File: src/rtl/mem_port_arbiter.sv
// Round-robin arbiter sharing one MEM unit among NREQ requesters, with a timed lock for RMW.
// Grant in 0 cycles, response 1 cycle after handshake; losers and non-owners see ready low.
module mem_port_arbiter #(
   parameter int size     = 32,
   parameter int NREQ     = 4,
   parameter int LOCK_MAX = 16
) (
   input  logic                 clk,
   input  logic                 reset,
   input  logic [NREQ-1:0]      req_valid,
   output logic [NREQ-1:0]      req_ready,
   input  logic [NREQ-1:0]      req_we,
   input  logic [NREQ-1:0]      req_lock,
   input  logic [NREQ*size-1:0] req_addr,
   input  logic [NREQ*size-1:0] req_wdata,
   output logic [NREQ-1:0]      rsp_valid,
   output logic [size-1:0]      rsp_rdata,
   output logic [size-1:0]      mem_in0,
   output logic [size-1:0]      mem_in1,
   output logic                 mem_we,
   input  logic [size-1:0]      mem_out0,
   output logic                 lock_timeout
);
   localparam int PW = (NREQ > 1) ? $clog2(NREQ) : 1;

   logic [PW-1:0]   ptr;
   logic [PW-1:0]   lock_owner;
   logic            locked;
   logic [7:0]      lock_cnt;
   logic [NREQ-1:0] rsp_tag;
   logic            rsp_is_rd;
   logic            timeout_q;

   logic [PW-1:0]   win;
   logic            hs;
   int              idx;

   function automatic logic [PW-1:0] next_idx(input logic [PW-1:0] i);
      return (int'(i) == NREQ-1) ? '0 : i + PW'(1);
   endfunction

   always_comb begin
      win       = '0;
      hs        = 1'b0;
      idx       = 0;
      req_ready = '0;
      if (!reset) begin
         if (locked) begin
            win = lock_owner;
            hs  = req_valid[lock_owner];
         end else begin
            // first valid requester at or after ptr, wrapping around
            for (int k = 0; k < NREQ; k++) begin
               idx = (int'(ptr) + k) % NREQ;
               if (!hs && req_valid[idx]) begin
                  hs  = 1'b1;
                  win = PW'(idx);
               end
            end
         end
         if (hs) req_ready[win] = 1'b1;
      end
   end

   always_comb begin
      mem_in0 = '0;
      mem_in1 = '0;
      mem_we  = 1'b0;
      if (hs) begin
         mem_in0 = req_addr[int'(win)*size +: size];
         mem_in1 = req_wdata[int'(win)*size +: size];
         mem_we  = req_we[win];
      end
   end

   // reset masks the registered outputs so a response pending at reset never shows
   assign rsp_valid    = reset ? '0 : rsp_tag;
   assign rsp_rdata    = (reset || !rsp_is_rd) ? '0 : mem_out0;
   assign lock_timeout = reset ? 1'b0 : timeout_q;

   always_ff @(posedge clk) begin
      if (reset) begin
         ptr        <= '0;
         lock_owner <= '0;
         locked     <= 1'b0;
         lock_cnt   <= '0;
         rsp_tag    <= '0;
         rsp_is_rd  <= 1'b0;
         timeout_q  <= 1'b0;
      end else begin
         timeout_q <= 1'b0;
         rsp_tag   <= req_ready;
         rsp_is_rd <= hs & ~req_we[win];
         if (locked) begin
            if (hs && !req_lock[win]) begin
               locked <= 1'b0;
               ptr    <= next_idx(lock_owner);
            end else if (lock_cnt >= 8'(LOCK_MAX-1)) begin
               locked    <= 1'b0;
               ptr       <= next_idx(lock_owner);
               timeout_q <= 1'b1;
            end else begin
               lock_cnt <= lock_cnt + 8'd1;
            end
         end else if (hs) begin
            ptr <= next_idx(win);
            if (req_lock[win]) begin
               locked     <= 1'b1;
               lock_owner <= win;
               lock_cnt   <= '0;
            end
         end
      end
   end
endmodule

File: config.mk
export PLATFORM = sky130hd
export DESIGN_NAME = mem_port_arbiter
export DESIGN_NICKNAME = d
export VERILOG_FILES = /design/src/rtl/mem_port_arbiter.sv
export SDC_FILE = /design/constraint.sdc
export NUM_CORES = 1
export LEC_CHECK = 0
export CAP_MARGIN = 30
export CORE_AREA = 2 2 157 159
export DETAILED_ROUTE_END_ITERATION = 7
export DIE_AREA = 0 0 159 161
export GPL_TIMING_DRIVEN = 1
export MAX_ROUTING_LAYER = met4
export PLACE_DENSITY = 0.6
export SYNTH_ARGS = -nofsm -noshare
export SYNTH_HDL_FRONTEND = slang
export SYNTH_SLANG_ARGS = --single-unit
export TNS_END_PERCENT = 5
File: constraint.sdc
create_clock -name clk -period 8 [get_ports clk]
set_input_delay 1.6 -clock clk [delete_from_list [all_inputs] [get_ports clk]]
set_output_delay 1.6 -clock clk [all_outputs]
set_load 0.02 [all_outputs]
Word-level counts from Yosys, hierarchy flattened

Index checks and enable logic that the tools add are counted.

Memory bits (writable): 0
Bits in read-only memories: 0
Bits in latches: 0
Register bits after elaboration: 19
Input port bits: 302
Output and inout port bits: 106
Memories kept: 0

Reduce and logical (&&, ||, !) cells: 20
Shifts and indexed selects: 2
$lt $le $gt $ge: 9
Bitwise logic cells: 6
Equality and inequality tests: 5
Multiply operators: 0
Add/subtract/negate cells: 6
Mux-type cells: 64
Div/mod/pow operators: 0

Operator list:

| kind                | count |
|---|---|
| $shiftx 128x8->32   | 2 |
| $mux 32             | 3 |
| $mux 8              | 5 |
| $mux 1              | 32 |
| $mux 2              | 13 |
| $bmux 1 s2          | 7 |
| $lt 2x3->1 const B  | 4 |
| $lt 3x4->1 const B  | 3 |
| $mux 4              | 3 |
| $add 8x1->8 const B | 1 |
| $ge 8x4->1 const B  | 1 |
| $add 2x1->2 const B | 3 |
| $reduce_or 2->1     | 3 |
| $logic_and 1x1->1   | 5 |
| $logic_not 1->1     | 5 |
| $add 2x2->2 const B | 2 |
| $eq 2x1->1 const B  | 2 |
| $ne 2x2->1 const B  | 2 |
| $reduce_and 4->1    | 1 |
| $reduce_bool 2->1   | 2 |
| $and 1x1->1 const A | 3 |
| $ne 3x1->1 const B  | 1 |
| $reduce_and 3->1    | 1 |
| $reduce_or 3->1     | 1 |
| other kinds (6)     | 7 |

Depth between registers and ports, before layout

Depth after elaboration: 27
Mapped depth: 14
Depth with buffers taken out: 11

Worst setup path after synthesis

Ideal clock, no wire load.

Path kind: input-to-output
From: in req_valid[0]
To: out mem_in0[0]
Stages on the path: 11
Path buffers: 4
Setup slack: 2.918 ns
Arrival: 3.482 ns
Cells stage by stage: buf_2 mux2_2 a21oi_2 a31o_1 buf_4 nand2b_1 inv_2 buf_2 buf_4 nand2_1 a31oi_1

Longest elaborated chain between the ends: 23

RTL lines:

| element                      | RTL line | text |
|---|---|---|
| from (decl)                  | 10       | `input logic [NREQ-1:0] req_valid,` |
| $bmux 1 s2                   | 55       | `if (!hs && req_valid[idx]) begin` |
| $mux 1 (implied by the code) | 55       |  |
| $mux 1                       | 55       |  |
| $mux 1                       | 48       | `if (locked) begin` |
| $mux 1                       | 47       | `if (!reset) begin` |
| $logic_not 1->1              | 55       |  |
| $logic_and 1x1->1            | 55       |  |
| $mux 1                       | 55       |  |
| [6 not listed]               | --       |  |
| $mux 1                       | 47       |  |
| $logic_not 1->1              | 55       |  |
| $logic_and 1x1->1            | 55       |  |
| $mux 2                       | 55       |  |
| $mux 2                       | 48       |  |
| $mux 2 (2 in a row)          | 47       |  |
| $shiftx 128x8->32            | 70       | `mem_in0 = req_addr[int'(win)*size +: size];` |
| $mux 32 (*)                  | 69       | `if (hs) begin` |
| to (decl)                    | 18       | `output logic [size-1:0] mem_in0,` |

Every way passes the cells marked *; elsewhere a longest branch is shown, timed or not. The select of a mux whose other input is x is not followed.

Final worst setup path

From: in req_valid[0]
To: out mem_in0[28]

The elaborated chain is that of the path after synthesis.

==> impl_metrics.ini <==
[floorplanning]
initial_utilization = 0.165
fp.dieH_um = 161
die_w_um = 159
die-area_mm2 = 0.0256
io_pins = 408
coreArea_mm2 = 0.0240
rows = 57

[clock_network]
clockBufferDepth = 2
cts_setup_buffers = 0
cts_num_sinks = 19
post_cts_resize_count = 0
cts_hold_buf = 0
cts_buffers = 3
cts_root_buf = clkbuf_16
clk_latency_ns = 0.26
cts_max_level = 1
clk_pin_slew_ns = 0.06
cts_tree = built

[route]
vias_per_cell = 4.79
dr_total_vias = 6405
drt_first_pass_iters = 5
drt_iter0_drc = 332
ant_nets = 0
post_drt_wl_per_cell_um = 18.1
wirelength_mm = 24.1
drc = 0

[setup_path]
critical_path_class = in -> out
cp.arrival_ns = 5.04
critical-path-top-delay-family = buffers and inverters
crit_required_ns = 6.40
rr_worst_depth = 7
path_cells = clkdlybuf4s50_1, mux2_2, a21oi_2, a31o_2, buf_4, o21ai_0, a31o_2, a31oi_1, clkdlybuf4s50_1
worstSetupStartpointType = input pin
path_buf_inv = 3
slowest_delay_ns = 0.67
cp.depth = 9
end_kind = output port
rr_startpoint = ptr[1]
crit_path_start = req_valid[0]
crit_fanout = 72
cp_slowest_cell = clkdlybuf4s50_1

[timing]
tightest_slew_ns = 1.00
period_share = 0.830
setup_tns_ns = 0
hold_viol = 0
slew_headroom = 0.334
fin_worst_skew_ns = 0.00587
finalSetupViolCount = 0
fin_ws_ns = 1.36
maxSlewViolCount = 0
rsz0062_at_grt = false
hold_ws_ns = 0.462
period_needed_ns = 6.64
fmax_mhz = 151

[pwr]
p_per_area_mw_per_mm2 = 197
power_frac_comb = 0.851
seq_power_share = 0.083
peakVddDrop_mv = 0.144
swShare = 0.508
power.static_leakage_nw = 3.05
power.share.clock = 0.066
internal-power_w = 0.000806
power_switching_w = 0.000832

[logic_synthesis]
seq_area_frac_synth = 0.0962
syn_avg_cell_area_um2 = 5.99
synth.area.mux_share = 0.0190
synth_ff_type = dfxtp_1
yosys_warnings = 0
ys_ff_latch = 19
synthAdderAreaFrac = 0.00949
syn-num-nets = 965
async_reset_ff_frac = 0
synthesis.area_mm2 = 0.00396
ys_types = 59
syn_inst = 660
synthXorXnorAreaFrac = 0.00221
synth_edf_count = 0
yosys.area_share.simple = 0.355
synth_compound_area_frac = 0.428
synth_top_family_by_area = compound AO/OA/AOI/OAI gates

[grt]
grt-ovfl-total = 0
grt_first_pass_wirelength_mm = 36.7
grtUsageTotal = 0.182
grt_max_degree = 73
antenna_found_initial = 2
grt_pass1_vias = 6298

[hold_path]
hold_path.class = reg -> reg
min_path_cells = 1
hp-start = lock_cnt[7]

[finish]
stdcell_area_mm2 = 0.00830
synthToLayoutAreaGrowth_pct = 110
finalNetCount = 1318
drive_above_1_share = 0.0840
mostFrequentLayoutCells = 406 x clkdlybuf4s50_1, 202 x nand2_1, 68 x a31oi_1
final_common_cell = clkdlybuf4s50_1

[place]
post-place-ws_ns = 1.38
io_buffers = 407
place_area_mm2 = 0.00822
place_hpwl_mm = 18.2
globalplace.congestion = 0.897

[job]
drv_cap = 0

[outcome]
status = finished clean
## cell families after synthesis
logic type      after synthesis
compound gates              241
xor+xnor                      1
fa+ha+maj                     3
buf+inv                      77
flops                        19
mux                           6
simple gates                313
## cell usage after synthesis (3+ instances only)
library cell / n / area share
nand2_1: 202 / 0.19
a31oi_1: 68 / 0.11
o21ai_0: 65 / 0.082
a31o_2: 50 / 0.11
and2_1: 38 / 0.060
clkbuf_1: 36 / 0.034
buf_2: 25 / 0.032
nor2_1: 23 / 0.022
dfxtp_1: 19 / 0.096
a31o_1: 16 / 0.035
nor2b_1: 11 / 0.017
nor3_1: 9 / 0.011
buf_4: 8 / 0.015
nand2b_1: 6 / 0.0095
nand3_1: 6 / 0.0076
inv_1: 5 / 0.0047
a21oi_1: 4 / 0.0051
a211o_1: 3 / 0.0066
a211oi_1: 3 / 0.0057
a221oi_1: 3 / 0.0066
a22o_1: 3 / 0.0066
ha_1: 3 / 0.0095
mux2i_1: 3 / 0.0076
o31ai_1: 3 / 0.0057
## routing by layer
layer,GRT usage,routed length (µm),share of wire
met1,0.230,10300,0.43
met2,0.303,11600,0.48
met3,0.0329,1700,0.071
met4,0.0434,540,0.022
met5,-,0,0
## registers in the layout (all words and copies together) (netlist names)
name and flops:
lock_owner 2, rsp_tag 4, timeout_q 1, lock_cnt 8, rsp_is_rd 1, locked 1, ptr 2
## through the flow
step	util	total power (W)	instances
6_report	0.346	0.00164	1337
5_1_grt	0.346	0.00176	1337
4_1_cts	0.346	0.00165	1336
3_5_place_dp	0.343	0.00154	1332
3_3_place_gp	0.343	0.00153	1332
2_1_floorplan	-	0.000944	660
## final cells by class
class	instances	area (µm²)
diodes	1	2.50
clock buffers	3	75.1
clock inverters	1	7.51
fillers	2592	15700
inverters	7	26.3
multi-input cells	564	3230
flip-flops and latches	19	380
well taps	324	405
repair buffers	418	4180
## final timing paths
check,slack (ns),endpoint
worst min register to register,0.46,lock_cnt[7]
worst max register to register,4.95,lock_cnt[0]
worst max-delay path,1.36,mem_in0[28]
worst min-delay path,0.46,lock_cnt[7]
## worst register-to-register path: stages, from the launching register on
cell and delay (ns):
dfxtp_1 0.57, mux2_2 0.41, a21oi_2 0.27, a31o_2 0.22, buf_4 0.58, a211oi_2 0.22, o31a_1 0.43, a22o_1 0.25
## power groups by stage
stage | combinational (W) | sequential (W) | clock, W
detailed placement | 0.00140 | 0.000138 | 0
global placement | 0.00140 | 0.000138 | 0
CTS | 0.00141 | 0.000136 | 0.000108
finish | 0.00139 | 0.000137 | 0.000108
global route | 0.00150 | 0.000140 | 0.000112
floorplan | 0.000823 | 0.000120 | 0
Power figures use the tool's default switching activity.
